<file path="config.mk">
export PLATFORM = sky130hd
export DESIGN_NAME = spi_flash_cmd_engine_flat
export DESIGN_NICKNAME = d
export VERILOG_FILES = /design/src/rtl/spi_flash_cmd_engine_if.sv /design/src/rtl/spi_flash_cmd_engine.sv /design/src/flat_wrapper.sv
export SDC_FILE = /design/constraint.sdc
export NUM_CORES = 2
export LEC_CHECK = 0
export BUFFER_PORTS_ARGS = -buffer_cell sky130_fd_sc_hd__clkbuf_2
export CAP_MARGIN = 20
export CORE_UTILIZATION = 57
export CTS_CLUSTER_DIAMETER = 50
export DETAILED_ROUTE_END_ITERATION = 12
export PLACE_DENSITY = 0.74
export SLEW_MARGIN = 20
export SYNTH_ARGS = -nofsm -noshare
export SYNTH_HDL_FRONTEND = slang
export SYNTH_SLANG_ARGS = --single-unit
</file>
<file path="constraint.sdc">
create_clock -name clk -period 3.7 [get_ports clk]
set_clock_uncertainty 0.05 [all_clocks]
set_input_delay 0.185 -clock clk [delete_from_list [all_inputs] [get_ports clk]]
set_output_delay 0.185 -clock clk [all_outputs]
set_load 0.02 [all_outputs]
</file>
<file path="src/rtl/spi_flash_cmd_engine_if.sv">
// Command/stream handshake and SPI pin bundle for spi_flash_cmd_engine.
interface spi_flash_cmd_engine_if;
   logic        store_flash_command;
   logic [6:0]  wbuf_address;
   logic [31:0] flash_command;
   logic [11:0] flash_wr_nBits;
   logic        send_write_command;
   logic        end_write_command;
   logic        read_bitstream;
   logic        bitstream;
   logic        bitstream_valid;
   logic        end_bitstream;
   logic        spi_cs_n;
   logic        spi_sck_en;
   logic        spi_mosi;
   logic        spi_miso;
   logic        busy;
   logic        store_dropped;

   // Engine side
   modport slave (
      input  store_flash_command, wbuf_address, flash_command, flash_wr_nBits,
             send_write_command, read_bitstream, spi_miso,
      output end_write_command, bitstream, bitstream_valid, end_bitstream,
             spi_cs_n, spi_sck_en, spi_mosi, busy, store_dropped
   );

   // Requester / flash side
   modport master (
      output store_flash_command, wbuf_address, flash_command, flash_wr_nBits,
             send_write_command, read_bitstream, spi_miso,
      input  end_write_command, bitstream, bitstream_valid, end_bitstream,
             spi_cs_n, spi_sck_en, spi_mosi, busy, store_dropped
   );
endinterface

</file>
<file path="src/rtl/spi_flash_cmd_engine.sv">
// SPI flash master: shifts buffered write commands MSB-first and streams the
// bitstream read back from the flash, one bit per clk.
module spi_flash_cmd_engine #(
   parameter logic [31:0] BITSTREAM_BITS = 32'd5_464_640,
   parameter logic [5:0]  READ_CMD_BITS  = 6'd32
) (
   input logic                   clk,
   input logic                   reset_n,
   spi_flash_cmd_engine_if.slave bus
);

   typedef enum logic [2:0] {StIdle, StWshift, StWend, StRshift, StRdata, StRend} state_e;

   state_e      state_q, state_d;
   logic [31:0] cnt_q, cnt_d;   // bits remaining minus one
   logic [6:0]  ptr_q, ptr_d;   // WBUF word being shifted
   logic [4:0]  pos_q, pos_d;   // bit position within word, 0 = MSB
   logic        bitstream_q, valid_q;
   logic [31:0] wbuf [128];
   logic [31:0] cur_word;
   logic        req;

   // Command buffer; contents survive reset, writes accepted only while idle
   always_ff @(posedge clk) begin
      if (bus.store_flash_command && state_q == StIdle) begin
         wbuf[bus.wbuf_address] <= bus.flash_command;
      end
   end

   // State and counter registers
   always_ff @(posedge clk or negedge reset_n) begin
      if (!reset_n) begin
         state_q <= StIdle;
         cnt_q   <= '0;
         ptr_q   <= '0;
         pos_q   <= '0;
      end else begin
         state_q <= state_d;
         cnt_q   <= cnt_d;
         ptr_q   <= ptr_d;
         pos_q   <= pos_d;
      end
   end

   // Next-state, counters and SPI pin outputs
   always_comb begin
      state_d               = state_q;
      cnt_d                 = cnt_q;
      ptr_d                 = ptr_q;
      pos_d                 = pos_q;
      cur_word              = wbuf[ptr_q];
      req                   = 1'b0;
      bus.spi_cs_n          = 1'b1;
      bus.spi_sck_en        = 1'b0;
      bus.spi_mosi          = 1'b0;
      bus.end_write_command = 1'b0;
      unique case (state_q)
         StIdle: begin
            if (bus.send_write_command) begin
               state_d = StWshift;
               cnt_d   = {20'd0, bus.flash_wr_nBits};
               ptr_d   = '0;
               pos_d   = '0;
            end else if (bus.read_bitstream) begin
               state_d = StRshift;
               cnt_d   = 32'(READ_CMD_BITS) - 32'd1;
               ptr_d   = '0;
               pos_d   = '0;
            end
         end
         StWshift, StRshift: begin
            req            = (state_q == StWshift) ? bus.send_write_command : bus.read_bitstream;
            bus.spi_cs_n   = 1'b0;
            bus.spi_sck_en = 1'b1;
            bus.spi_mosi   = cur_word[5'd31 - pos_q];
            pos_d          = pos_q + 5'd1;
            if (pos_q == 5'd31) ptr_d = ptr_q + 7'd1;
            cnt_d          = cnt_q - 32'd1;
            if (!req) begin
               state_d = StIdle;
            end else if (cnt_q == 32'd0) begin
               if (state_q == StWshift) begin
                  state_d = StWend;
               end else begin
                  state_d = StRdata;
                  cnt_d   = BITSTREAM_BITS - 32'd1;
               end
            end
         end
         StWend: begin
            bus.end_write_command = 1'b1;
            if (!bus.send_write_command) state_d = StIdle;
         end
         StRdata: begin
            bus.spi_cs_n   = 1'b0;
            bus.spi_sck_en = 1'b1;
            cnt_d          = cnt_q - 32'd1;
            if (!bus.read_bitstream) state_d = StIdle;
            else if (cnt_q == 32'd0) state_d = StRend;
         end
         StRend: begin
            if (!bus.read_bitstream) state_d = StIdle;
         end
         default: state_d = StIdle;
      endcase
   end

   // Capture flash data; a bit sampled in the cycle the request drops is discarded
   always_ff @(posedge clk or negedge reset_n) begin
      if (!reset_n) begin
         bitstream_q <= 1'b0;
         valid_q     <= 1'b0;
      end else begin
         valid_q     <= (state_q == StRdata) && bus.read_bitstream;
         bitstream_q <= (state_q == StRdata) ? bus.spi_miso : 1'b0;
      end
   end

   // Status outputs; end_bitstream waits until the last data bit has been presented
   always_comb begin
      bus.busy            = (state_q != StIdle);
      bus.store_dropped   = bus.store_flash_command && (state_q != StIdle);
      bus.bitstream       = bitstream_q;
      bus.bitstream_valid = valid_q;
      bus.end_bitstream   = (state_q == StRend) && !valid_q;
   end

endmodule

</file>
<file path="src/flat_wrapper.sv">
// flat-port wrapper written by rule: the top's interface ports become plain ports
module spi_flash_cmd_engine_flat 
#(
   parameter logic [31:0] BITSTREAM_BITS = 32'd5_464_640,
   parameter logic [5:0]  READ_CMD_BITS  = 6'd32
)
  (clk, reset_n, bus_store_flash_command, bus_wbuf_address, bus_flash_command, bus_flash_wr_nBits, bus_send_write_command, bus_read_bitstream, bus_spi_miso, bus_end_write_command, bus_bitstream, bus_bitstream_valid, bus_end_bitstream, bus_spi_cs_n, bus_spi_sck_en, bus_spi_mosi, bus_busy, bus_store_dropped);
  spi_flash_cmd_engine_if bus_i ();
  input logic clk;
  input logic reset_n;
  input wire logic [$bits(bus_i.store_flash_command)-1:0] bus_store_flash_command;
  input wire logic [$bits(bus_i.wbuf_address)-1:0] bus_wbuf_address;
  input wire logic [$bits(bus_i.flash_command)-1:0] bus_flash_command;
  input wire logic [$bits(bus_i.flash_wr_nBits)-1:0] bus_flash_wr_nBits;
  input wire logic [$bits(bus_i.send_write_command)-1:0] bus_send_write_command;
  input wire logic [$bits(bus_i.read_bitstream)-1:0] bus_read_bitstream;
  input wire logic [$bits(bus_i.spi_miso)-1:0] bus_spi_miso;
  output wire logic [$bits(bus_i.end_write_command)-1:0] bus_end_write_command;
  output wire logic [$bits(bus_i.bitstream)-1:0] bus_bitstream;
  output wire logic [$bits(bus_i.bitstream_valid)-1:0] bus_bitstream_valid;
  output wire logic [$bits(bus_i.end_bitstream)-1:0] bus_end_bitstream;
  output wire logic [$bits(bus_i.spi_cs_n)-1:0] bus_spi_cs_n;
  output wire logic [$bits(bus_i.spi_sck_en)-1:0] bus_spi_sck_en;
  output wire logic [$bits(bus_i.spi_mosi)-1:0] bus_spi_mosi;
  output wire logic [$bits(bus_i.busy)-1:0] bus_busy;
  output wire logic [$bits(bus_i.store_dropped)-1:0] bus_store_dropped;
  assign bus_i.store_flash_command = bus_store_flash_command;
  assign bus_i.wbuf_address = bus_wbuf_address;
  assign bus_i.flash_command = bus_flash_command;
  assign bus_i.flash_wr_nBits = bus_flash_wr_nBits;
  assign bus_i.send_write_command = bus_send_write_command;
  assign bus_i.read_bitstream = bus_read_bitstream;
  assign bus_i.spi_miso = bus_spi_miso;
  assign bus_end_write_command = bus_i.end_write_command;
  assign bus_bitstream = bus_i.bitstream;
  assign bus_bitstream_valid = bus_i.bitstream_valid;
  assign bus_end_bitstream = bus_i.end_bitstream;
  assign bus_spi_cs_n = bus_i.spi_cs_n;
  assign bus_spi_sck_en = bus_i.spi_sck_en;
  assign bus_spi_mosi = bus_i.spi_mosi;
  assign bus_busy = bus_i.busy;
  assign bus_store_dropped = bus_i.store_dropped;
  spi_flash_cmd_engine #(.BITSTREAM_BITS(BITSTREAM_BITS), .READ_CMD_BITS(READ_CMD_BITS)) u_core (.clk(clk), .reset_n(reset_n), .bus(bus_i));
endmodule
</file>
==> impl_metrics.yaml <==
sta:
  final.min_clock_period_ps: 5220
  fin_setup_tns_ps: -1520
  fmax_mhz: 192
  worst_slew_pin_slew_ps: 1210
  rsz0062_at_grt: "true"
  hold_viol: 0
  setup_viol: 1
  fin_crit_sh_pct: 141
  max_slew_margin_pct: 19.6
  layout_setup_ws_ps: -1520
  slew_viol_final: 0
setup_path:
  required_ps: 3460
  r2r_cells: 9
  reg2reg_slack_ps: 240
  r2r-end: "u_core.cnt_q[5]"
  worst-path-max-fanout: 15
  startpoint_type: "flop"
  worstSetupEndpointType: "primary output"
  r2r-start: "u_core.cnt_q[8]"
  critPathKind: "flop to primary output"
  worstPathArrival_ps: 4980
cells_and_area:
  design_area_um2: 191000
  syn_to_final_growth_pct: 19.5
  drive_gt1_share_pct: 32.8
  nets: 8615
  instances_no_fill: 12600
floorplanning:
  fp.dieW_um: 532
  start_util_pct: 57.3
  std_cell_rows: 194
  core-area_um2: 279000
  ios: 66
  die_h_um: 532
  fp.dieArea_um2: 283000
global_routing:
  grt_pass1_vias: 86200
  grt_pass1_wl_mm: 660
  grt_usage_pct: 33.5
  grt_max_degree: 129
  grt_antenna_before_repair: 29
  overflow: 0
power_and_ir_drop:
  vdd.ir_drop.worst_mv: 0.457
  p_leak_nw: 60.3
  power.total_w: 0.0981
  pwr_density_cell_nw_per_um2: 514
route:
  drtIter0Drc: 14800
  drt_wl_total_mm: 481
  drtPass1Iterations: 10
  vias_per_cell: 6.94
  wire_per_inst_um: 38.0
  drc: 0
  antenna_left: 0
  via_count: 87700
clocking:
  h-tree-depth: 5
  clk_path_buf_depth: 4
  clk_pin_slew_ps: 60
  tritoncts: "yes"
  clock_latency_ps: 960
  cts_sinks: 4145
  cts_buffers: 419
  root_buffer: "clkbuf_16"
synth:
  synth_fp_nets: 7402
  netlist_instances: 7341
  synth-simple-area-share_pct: 1.74
  yosysMostFrequentCell: "edfxtp_1"
  synth_mux_area_share_pct: 16.0
  synth_top_area_share_pct: 77.0
  synth_area_leaders: "edfxtp_1 77%, mux4_2 12%, mux2i_1 3.6%"
  synth_seq_area_share_pct: 77.7
  synth_compound_area_share_pct: 2.98
  ys_warn_count: 0
  synth_fa_ha_area_share_pct: 0.0313
  synth-seq-cells: 4145
  syn_area_um2: 160000
  synth.avg_cell_area_um2: 21.8
  synthArstFlopShare_pct: 1.18
  synth.largest_area_cell: "edfxtp_1"
  synth_top_family_by_area: "multiplexers"
  yosys.area_share.xor_xnor_pct: 0.0932
  synth-main-ff-cell: "edfxtp_1"
  synth_edf_count: 4096
  synth_common_cells: "4,096 x edfxtp_1, 871 x mux4_2, 582 x mux2i_1"
  ys_types: 78
worst_hold_path:
  holdCritPathClass: "primary input to flop"
  hp-start: "bus_read_bitstream"
  hold_end: "u_core.state_q[2]"
  holdPathStages: 3
placement:
  dpl_cell_area_um2: 174000
  place_congestion: 0.990
  portBuffers: 65
  pre_cts_ws_ps: -1480
  hpwl_mm: 275
  dpl.cell_count: 11700
flow_run:
  drv_cap: 0
status:
  violations: "setup timing"
  status: "finished, violations left"
[worst max path at each step]
stage | slack, ps | cells after the start | end | startpoint
final | -1520 | 16 | bus_spi_mosi | u_core.ptr_q[0]
after global routing | -1460 | 15 | bus_spi_mosi | u_core.ptr_q[0]
after floorplan | 170 | 7 | u_core.wbuf[110][0] | u_core.state_q[0]
after CTS | -1450 | 12 | bus_spi_mosi | u_core.ptr_q[0]
after global placement | -2060 | 13 | bus_spi_mosi | u_core.ptr_q[0]
after detailed placement | -1480 | 16 | bus_spi_mosi | u_core.ptr_q[0]
[sequential cells by signal (all words and copies together) (netlist names)]
| register | flops |
|---|---|
| u_core.state_q | 3 |
| u_core.bus.bitstream_valid | 1 |
| u_core.wbuf | 4096 |
| u_core.cnt_q | 32 |
| u_core.ptr_q | 7 |
| u_core.bus.bitstream | 1 |
| u_core.pos_q | 5 |
[critical path, stage by stage (launching register included)]
cell and delay [ps]:
dfrtp_4 530, buf_12 170, buf_12 150, buf_16 160, buf_16 170, clkbuf_16 170, mux4_2 360, nand2_1 90
a21oi_1 560, nor4_1 110, buf_4 190, o21ai_0 90, nand3_1 150, nand4_1 140, a31oi_2 60, o32ai_4 600
clkbuf_8 280
[kinds of logic after synthesis]
logic type	Yosys count
xor+xnor	17
flops	4145
simple gates	604
compound gates	688
mux	1459
fa+ha+maj	4
buf+inv	424
[layout by cell type (no fill, tap or decap), drive strengths merged, types with 80 or more instances in the layout]
cell,Yosys,final
a21oi,80,80
clkbuf,169,538
mux4,871,871
nand3,113,113
nand2,143,143
o21ai,118,118
nor2,213,213
edfxtp,4096,4096
clkinv,1,183
mux2i,582,582
buf,246,1093
a22oi,185,185
[where the power goes]
part | total, W | switching (W) | internal (W)
clock | 0.0428 | 0.0183 | 0.0245
sequential | 0.0520 | 0.000207 | 0.0518
combinational | 0.00331 | 0.00244 | 0.000876
[metal layers]
metal	global-route usage [%]	vias to the layer above	part of all wire (%)
li1	-	33500	-
met1	44.7	45500	34
met2	51.6	7441	47
met3	8.65	1235	13
met4	16.9	16	6.0
met5	0	-	0.022
[metrics by stage]
stage	util [%]	hold WS, ps
4_1_cts	68.0	11.9
6_report	68.4	89.9
3_3_place_gp	62.3	215
2_1_floorplan	-	-161
5_1_grt	68.4	84.2
3_5_place_dp	62.3	214
[cell type report]
type / instances / area [µm²]
clock inverters: 275 / 3060
diodes: 6 / 15.0
well taps: 3724 / 4660
multi-input cells: 2772 / 35200
inverters: 9 / 41.3
fillers: 16400 / 88100
clock buffers: 496 / 10800
flip-flops and latches: 4145 / 124000
repair buffers: 1207 / 12900
[what timing repair did]
action / CTS / global route
cloned: 11 / 9
pin swaps: 17 / 26
setup endpoints to repair: 1 / 3
hold endpoints to repair: 2121 / 0
hold buffers: 65 / 0
buffers inserted: 33 / 63
gates resized for setup: 163 / 100
Power figures use the tool's default switching activity.
